**src/rtl/fetch_queue.sv**
```systemverilog
// Instruction fetch queue: issues sequential fetch requests, pairs each returned word
// with its address in a small FIFO, and supports redirect (flush + PC reload).
module fetch_queue #(
    parameter int ADDRESS_BITS = 16,
    parameter int DATA_WIDTH   = 32,
    parameter int DEPTH        = 4,
    parameter logic [ADDRESS_BITS-1:0] RESET_PC = {ADDRESS_BITS{1'b0}}
) (
    input  logic                      clock,
    input  logic                      reset,
    input  logic                      next_PC_select,
    input  logic [ADDRESS_BITS-1:0]   target_PC,
    output logic                      req_valid,
    output logic [ADDRESS_BITS-1:0]   req_addr,
    input  logic                      rsp_valid,
    input  logic [DATA_WIDTH-1:0]     rsp_data,
    output logic                      inst_valid,
    input  logic                      inst_ready,
    output logic [DATA_WIDTH-1:0]     inst_data,
    output logic [ADDRESS_BITS-1:0]   inst_PC,
    output logic [ADDRESS_BITS-1:0]   PC,
    output logic [$clog2(DEPTH):0]    count
);

    localparam int PTR_W = $clog2(DEPTH);
    localparam int CNT_W = PTR_W + 1;
    localparam logic [CNT_W-1:0]        DEPTH_C    = CNT_W'(DEPTH);
    localparam logic [CNT_W-1:0]        CNT_ONE    = CNT_W'(1);
    localparam logic [PTR_W-1:0]        PTR_ONE    = PTR_W'(1);
    localparam logic [ADDRESS_BITS-1:0] PC_STEP    = ADDRESS_BITS'(4);
    localparam logic [ADDRESS_BITS-1:0] ALIGN_MASK = ~(ADDRESS_BITS'(3));

    logic [ADDRESS_BITS-1:0] pc_r;
    logic [CNT_W-1:0]        count_r;
    logic                    inflight_r;
    logic [ADDRESS_BITS-1:0] inflight_addr_r;
    logic [PTR_W-1:0]        rd_ptr_r;
    logic [PTR_W-1:0]        wr_ptr_r;
    logic [ADDRESS_BITS-1:0] pc_mem_r   [DEPTH];
    logic [DATA_WIDTH-1:0]   data_mem_r [DEPTH];

    logic [CNT_W-1:0]        occupancy_s;
    logic                    issue_s;
    logic                    push_s;
    logic                    pop_s;
    logic [CNT_W-1:0]        count_next_s;
    logic [ADDRESS_BITS-1:0] pc_next_s;
    logic [PTR_W-1:0]        rd_ptr_next_s;
    logic [PTR_W-1:0]        wr_ptr_next_s;

    // Handshake decode and next-state for PC, occupancy and pointers.
    always_comb begin
        occupancy_s   = count_r + {{PTR_W{1'b0}}, inflight_r};
        issue_s       = 1'b0;
        push_s        = 1'b0;
        pop_s         = 1'b0;
        count_next_s  = count_r;
        pc_next_s     = pc_r;
        rd_ptr_next_s = rd_ptr_r;
        wr_ptr_next_s = wr_ptr_r;
        if (reset) begin
            pc_next_s     = RESET_PC;
            count_next_s  = {CNT_W{1'b0}};
            rd_ptr_next_s = {PTR_W{1'b0}};
            wr_ptr_next_s = {PTR_W{1'b0}};
        end else if (next_PC_select) begin
            // Redirect wins over any push/pop; the response in flight is discarded.
            pc_next_s     = target_PC & ALIGN_MASK;
            count_next_s  = {CNT_W{1'b0}};
            rd_ptr_next_s = {PTR_W{1'b0}};
            wr_ptr_next_s = {PTR_W{1'b0}};
        end else begin
            issue_s = (occupancy_s < DEPTH_C);
            push_s  = rsp_valid & inflight_r;
            pop_s   = inst_ready & (count_r != {CNT_W{1'b0}});
            if (issue_s) begin
                pc_next_s = pc_r + PC_STEP;
            end else begin
                pc_next_s = pc_r;
            end
            case ({push_s, pop_s})
                2'b10:   count_next_s = count_r + CNT_ONE;
                2'b01:   count_next_s = count_r - CNT_ONE;
                default: count_next_s = count_r;
            endcase
            if (push_s) begin
                wr_ptr_next_s = wr_ptr_r + PTR_ONE;
            end else begin
                wr_ptr_next_s = wr_ptr_r;
            end
            if (pop_s) begin
                rd_ptr_next_s = rd_ptr_r + PTR_ONE;
            end else begin
                rd_ptr_next_s = rd_ptr_r;
            end
        end
    end

    // Control state register.
    always_ff @(posedge clock) begin
        if (reset) begin
            pc_r            <= RESET_PC;
            count_r         <= {CNT_W{1'b0}};
            inflight_r      <= 1'b0;
            inflight_addr_r <= {ADDRESS_BITS{1'b0}};
            rd_ptr_r        <= {PTR_W{1'b0}};
            wr_ptr_r        <= {PTR_W{1'b0}};
        end else begin
            pc_r       <= pc_next_s;
            count_r    <= count_next_s;
            inflight_r <= issue_s;
            if (issue_s) begin
                inflight_addr_r <= pc_r;
            end
            rd_ptr_r   <= rd_ptr_next_s;
            wr_ptr_r   <= wr_ptr_next_s;
        end
    end

    // Queue storage: {address, word} written on each accepted response.
    always_ff @(posedge clock) begin
        if (push_s) begin
            pc_mem_r[wr_ptr_r]   <= inflight_addr_r;
            data_mem_r[wr_ptr_r] <= rsp_data;
        end
    end

    assign req_valid  = issue_s;
    assign req_addr   = pc_r;
    assign PC         = pc_r;
    assign count      = count_r;
    assign inst_valid = (count_r != {CNT_W{1'b0}});
    assign inst_data  = data_mem_r[rd_ptr_r];
    assign inst_PC    = pc_mem_r[rd_ptr_r];

endmodule
```
**config.mk**
```make
export PLATFORM = sky130hd
export DESIGN_NAME = fetch_queue
export DESIGN_NICKNAME = d
export VERILOG_FILES = /design/src/rtl/fetch_queue.sv
export SDC_FILE = /design/constraint.sdc
export NUM_CORES = 1
export LEC_CHECK = 0
export CORE_MARGIN = 3
export CORE_UTILIZATION = 59
export CTS_BUF_LIST = sky130_fd_sc_hd__clkbuf_2 sky130_fd_sc_hd__clkbuf_4 sky130_fd_sc_hd__clkbuf_8
export DETAILED_ROUTE_END_ITERATION = 8
export GPL_TIMING_DRIVEN = 1
export PLACE_DENSITY = 0.95
export SLEW_MARGIN = 20
export SYNTH_ARGS = -nofsm -noshare
export SYNTH_HDL_FRONTEND = slang
export SYNTH_SLANG_ARGS = --single-unit
```
**constraint.sdc**
```tcl
create_clock -name clock -period 3.85 [get_ports clock]
set_input_delay 0.77 -clock clock [delete_from_list [all_inputs] [get_ports clock]]
set_output_delay 0.77 -clock clock [all_outputs]
set_load 0.05 [all_outputs]
```
==> metrics.cfg, run 1 <==
[status]
status = completed

[critical_path]
slowest_delay_ns = 0.72
worstReg2RegStart = count[2]$_SDFFE_PP0P_
cp_max_fo = 29
crit_slowest_cell = clkdlybuf4s50_1
cp.required_ns = 3.08
cp-end-kind = output pin
crit_arrival_ns = 2.70
cp_cell_sequence = buf_12 -> mux4_2 -> clkdlybuf4s50_1
criticalPathCategory = flip-flop to output pin
crit_path_start_kind = flip-flop

[cts]
cts_buffers = 36
cts-resized-gates = 0
clk_latency_ns = 0.51
clock_path_buffers = 3
clock-sinks = 222
cts_setup_buffers = 0
clkTransAtPathRegs_ns = 0.06
tritoncts = done
ctsRootBufferMaster = clkbuf_8
h-tree-depth = 2
cts_hold_buf = 0

[logic_synthesis]
synth-edff-count = 184
synthCells = 455
synth_top_area_cell = edfxtp_1
synth.distinct_cells = 42
synth-async-reset-ratio = 0
ys_warn_count = 0
synthFlopType = edfxtp_1
ys_seq_elements = 222
synth_top_area_frac = 0.649
synth_area_per_cell_um2 = 18.7
synth_area_leaders = edfxtp_1 (65%), mux4_2 (12%), dfxtp_1 (8.9%), buf_4 (1.8%), a22o_1 (1.0%)
syn_area_mm2 = 0.00851
ys_seq_area_frac = 0.739

[floorplan]
fp.dieW_um = 126
start_util = 0.608
core_mm2 = 0.0140
chipHeight_um = 126
dieArea_mm2 = 0.0159
rows = 43
num_io_pins = 138

[sta]
period_share = 0.900
min_period_ns = 3.47
max_slew_margin = 0.476
drv_slew = 0
max_slew.worst_pin.slew_ns = 0.786
fin_ws_ns = 0.383
rsz0062_at_grt = false
max_freq_mhz = 288
setup_tns_ns = 0
setup_viol = 0
clock_skew_ns = 0.0263
hold_viol = 0

[route]
drc = 0
wl_met2_um = 8540
dr.first_iter.drc_count = 282
vias_per_cell = 5.78
route.met3.wl_um = 1280
dr_total_vias = 4648
firstDrtPassIters = 5
ant_nets = 0
wl_per_cell_um = 21.0
highest_layer = met4
wl_met1_um = 6760
routed_wl_um = 16900

[power_and_ir_drop]
power_density_mw_per_mm2 = 460
ir_worst_vdd_v = 0.000260
p_leak_nw = 3.50

[cells_and_area]
syn_to_final_growth_pct = 25.4
drive_gt1_frac = 0.205
fin_cells = 804
n_antenna_cell = 0
utilization = 0.763
fill_cells = 739
design_area_mm2 = 0.0107
fin_nets = 657

[grt]
grt_max_degree = 47
grt_pass1_vias = 4926
grt_pass1_wl_um = 26700
antenna_found_initial = 0
globalRoute.totalOverflow = 0
track_usage = 0.215

[placement]
gp_congestion = 0.866
dp_cells = 739
dpl_cell_area_mm2 = 0.00996
dp_hpwl_um = 10700
portBuffers = 129
dp_slack_ns = 0.845

[run]
maxCapViolations = 0

[hold_path]
hp-class = flip-flop to flip-flop
min_from = wr_ptr_r[1]$_SDFFE_PP0P_

-- per-layer routing --
| metal | up-vias | GRT usage |
|---|---|---|
| met2 | 220 | 0.354 |
| met1 | 2301 | 0.290 |
| li1 | 2099 | - |
| met4 | 0 | 0.0625 |
| met3 | 28 | 0.0543 |
| met5 | - | 0 |
-- where the power goes --
group	internal (mW)	switching, mW
Combinational	0.124	0.187
Sequential	2.62	0.0345
Clock	1.08	0.864
Total	3.82	1.09
-- path summary, 6_finish.rpt --
check,to,slack (ns),cells past startpoint
worst max register to register,count[2]$_SDFFE_PP0P_,1.73,7
worst max-delay path,inst_data[22],0.38,3
worst min-delay path,wr_ptr_r[1]$_SDFFE_PP0P_,0.51,2
worst min register to register,wr_ptr_r[1]$_SDFFE_PP0P_,0.51,2
-- registers in the layout (all words and copies together) (netlist names), named ones only --
signal	cells
pc_mem_r	56
data_mem_r	128
wr_ptr_r	2
inflight_addr_r	14
PC	14
inflight_r	1
rd_ptr_r	2
count	3
-- layout by cell type, fill, tap and decap left out, drive strengths merged, types with 10 or more instances in the layout --
| cell | instances |
|---|---|
| edfxtp | 184 |
| clkdlybuf4s50 | 128 |
| mux4 | 46 |
| clkbuf | 45 |
| dfxtp | 38 |
| nor2 | 18 |
| clkinv | 18 |
| nand2 | 13 |
| inv | 12 |
| buf | 11 |
| a22o | 10 |
| nand3 | 10 |
-- worst max-delay path: cells and delay by family (launching register included) --
family / cells / cell delay (ns)
flops: 1 / 0.59
mux: 1 / 0.57
buf+inv: 2 / 1.02
-- cell families after synthesis --
kind of cell             share of synthesized area
XOR/XNOR                                    0.0113
AO/OA/AOI/OAI                               0.0422
AND/OR/NAND/NOR                             0.0403
buffers and inverters                       0.0323
multiplexers                                 0.124
other                                     0.000441
adder cells (fa/ha/maj)                     0.0112
flip-flops                                   0.739
-- final cells by class --
cell class / instances / area [um^2] / share of cell area
clock buffer: 45 / 588 / 0.0551
clock inverter: 20 / 116 / 0.0109
timing repair buffer: 139 / 1430 / 0.134
tap: 180 / 225 / 0.0211
multi-input combinational: 187 / 1980 / 0.186
inverter: 11 / 41.3 / 0.00387
sequential: 222 / 6290 / 0.590
-- stage by stage --
| stage | hold slack [ns] | total power, mW |
|---|---|---|
| floorplan | 0.454 | 2.89 |
| global placement | 0.468 | 3.00 |
| detailed placement | 0.494 | 3.01 |
| CTS | 0.502 | 4.95 |
| global route | 0.524 | 5.08 |
| finish | 0.505 | 4.91 |
-- cell usage after synthesis (2+ instances only) --
library cell and count:
or3_1 2, o21ai_0 8, o31ai_1 4, nand3_1 9
mux4_2 46, nand2_1 13, a211oi_1 2, nand4_1 3
or3_2 2, a311oi_1 8, xnor2_1 4, a31oi_1 2
or4_1 4, clkbuf_1 12, xor2_1 7, and4_1 2
ha_1 6, and2_1 3, nor2_1 18, a22o_1 10
a21oi_1 8, o211ai_1 2, and3_1 6, buf_2 7
o22ai_1 2, edfxtp_1 184, dfxtp_1 38, inv_1 10
buf_4 20
(Power assumes the default switching activity.)
==> run 2, diff against run 1 <==
--- a/config.mk
+++ b/config.mk
@@ -11,6 +11,7 @@
 export DETAILED_ROUTE_END_ITERATION = 8
 export GPL_TIMING_DRIVEN = 1
 export PLACE_DENSITY = 0.95
+export SKIP_LAST_GASP = 1
 export SLEW_MARGIN = 20
 export SYNTH_ARGS = -nofsm -noshare
 export SYNTH_HDL_FRONTEND = slang
==> results of run 2 <==
Final layout, timing and power as in run 1 (identical DEF).
==> run 3, diff against run 2 <==
--- a/config.mk
+++ b/config.mk
@@ -6,11 +6,11 @@
 export NUM_CORES = 1
 export LEC_CHECK = 0
 export CORE_MARGIN = 3
-export CORE_UTILIZATION = 59
+export CORE_UTILIZATION = 35
 export CTS_BUF_LIST = sky130_fd_sc_hd__clkbuf_2 sky130_fd_sc_hd__clkbuf_4 sky130_fd_sc_hd__clkbuf_8
 export DETAILED_ROUTE_END_ITERATION = 8
 export GPL_TIMING_DRIVEN = 1
-export PLACE_DENSITY = 0.95
+export PLACE_DENSITY = 0.66
 export SKIP_LAST_GASP = 1
 export SLEW_MARGIN = 20
 export SYNTH_ARGS = -nofsm -noshare
==> constraint.sdc (replaced) <==
create_clock -name clock -period 2.8 [get_ports clock]
set_input_delay 0.56 -clock clock [delete_from_list [all_inputs] [get_ports clock]]
set_output_delay 0.56 -clock clock [all_outputs]
set_load 0.05 [all_outputs]
==> metrics.cfg, run 3 (synthesized netlist as in run 1, its figures left out) <==
[cells_and_area]
fill_cells = 2085
fin_cells = 950
fin_nets = 667
regMostFlops = data_mem_r
multi_input_comb_area_mm2 = 0.00198
n_antenna_cell = 0
layout_commonest_cell = edfxtp_1
largest_reg_flops = 128
syn_to_final_growth_pct = 27.7
seqCellArea_mm2 = 0.00629
drive_gt1_frac = 0.295
utilization = 0.459
reg.largest.list = data_mem_r (128), pc_mem_r (56)
final_cell_mix = edfxtp_1 (184), clkdlybuf4s50_1 (81), buf_4 (57)
design_area_mm2 = 0.0109

[grt]
globalRoute.totalOverflow = 0
grt_pass1_wl_um = 27500
grt_pass1_vias = 5052
grt_max_degree = 47
track_usage = 0.134
antenna_found_initial = 0

[critical_path]
slowest_delay_ns = 0.64
crit_family = flip-flops
criticalPathCategory = flip-flop to output pin
crit_arrival_ns = 2.07
path_buf_inv = 2
cp_cell_sequence = buf_4 -> mux4_2 -> buf_4
crit_slowest_cell = dfxtp_2
crit_path_start_kind = flip-flop
cp-end-kind = output pin
cp_max_fo = 16
crit_top_cell = buf_4
cp.required_ns = 2.24

[cts]
clock-sinks = 222
clock_path_buffers = 3
clk_latency_ns = 0.51
ctsRootBufferMaster = clkbuf_8
clkTransAtPathRegs_ns = 0.06
h-tree-depth = 2
cts_hold_buf = 0
tritoncts = done
cts_buffers = 37

[sta]
rsz0062_at_grt = false
clock_skew_ns = 0.0236
hold_viol = 0
drv_slew = 0
setup_tns_ns = 0
max_freq_mhz = 380
max_slew_margin = 0.512
min_period_ns = 2.63
period_share = 0.939
setup_viol = 0
max_slew.worst_pin.slew_ns = 0.732

[placement]
dpl_cell_area_mm2 = 0.0101
portBuffers = 129
dp_cells = 882
dp_hpwl_um = 11000
gp_congestion = 0.753

[route]
drc = 0
ant_nets = 0
dr_total_vias = 4650
routed_wl_um = 17500
firstDrtPassIters = 4
dr.first_iter.drc_count = 264
wl_per_cell_um = 18.5
vias_per_cell = 4.89

[floorplan]
start_util = 0.359
chipHeight_um = 162
core_mm2 = 0.0237
fp.dieW_um = 162
num_io_pins = 138
dieArea_mm2 = 0.0262
rows = 56

[power_and_ir_drop]
p_leak_nw = 3.63
ir_worst_vdd_v = 0.000250
power_mw = 6.85
power_density_mw_per_mm2 = 630

[run]
maxCapViolations = 0

[hold_path]
hp-class = flip-flop to flip-flop

[status]
status = completed

-- run 3: cell types whose count changed in the layout (fill, tap and decap cells not counted), moves of 2 or more --
| cell | delta |
|---|---|
| buf_4 | +51 |
| clkdlybuf4s50_1 | -47 |
| clkbuf_4 | +8 |
| clkinv_2 | -7 |
| clkinv_1 | -5 |
| buf_12 | +4 |
| clkinvlp_4 | +2 |
-- run 3: routing by layer --
metal | global-route usage | share of wire
met1 | 0.182 | 0.45
met2 | 0.219 | 0.49
met3 | 0.0314 | 0.054
met4 | 0.0372 | 0.013
met5 | 0 | 0
-- run 3: repair_timing --
action,4_1_cts,5_1_grt
gates resized for setup,0,1
setup endpoints to repair,0,4
setup buffers,0,5
-- run 3: worst register-to-register path, stage by stage, from the launching register on --
cell,delay [ns]
dfxtp_1,0.53
o31a_2,0.25
ha_1,0.21
inv_1,0.08
fa_1,0.40
xor2_1,0.17
or3_1,0.31
a21oi_1,0.15
-- run 3: final cells by class --
type                            count  area share
Inverter                           11     0.00380
Multi-Input combinational cell    187       0.182
Sequential cell                   222       0.579
Tap cell                          319      0.0367
Clock inverter                     10     0.00737
Timing Repair Buffer              148       0.132
Clock buffer                       53      0.0596
-- run 3: per-stage QoR --
step	hold slack [ns]	setup slack (ns)
6_report	0.500	0.170
5_1_grt	0.527	0.0368
4_1_cts	0.509	0.0306
3_5_place_dp	0.500	0.162
3_3_place_gp	0.481	0.240
2_1_floorplan	0.454	0.233
-- run 3: final timing paths --
check / slack [ns] / end / depth (start not counted) / start
max: 0.17 / inst_data[0] / 3 / flip-flop
min: 0.50 / pc_mem_r[0][4]$_DFFE_PP_ / 0 / inflight_addr_r[4]$_SDFFE_PP0P_
max reg2reg: 0.64 / count[2]$_SDFFE_PP0P_ / 7 / count[2]$_SDFFE_PP0P_
min reg2reg: 0.50 / pc_mem_r[0][4]$_DFFE_PP_ / 0 / inflight_addr_r[4]$_SDFFE_PP0P_
-- run 3: power breakdown --
group | total [mW] | internal [mW] | switching [mW]
Sequential | 3.65 | 3.60 | 0.0484
Combinational | 0.428 | 0.169 | 0.259
Clock | 2.77 | 1.58 | 1.19
Total | 6.85 | 5.35 | 1.50
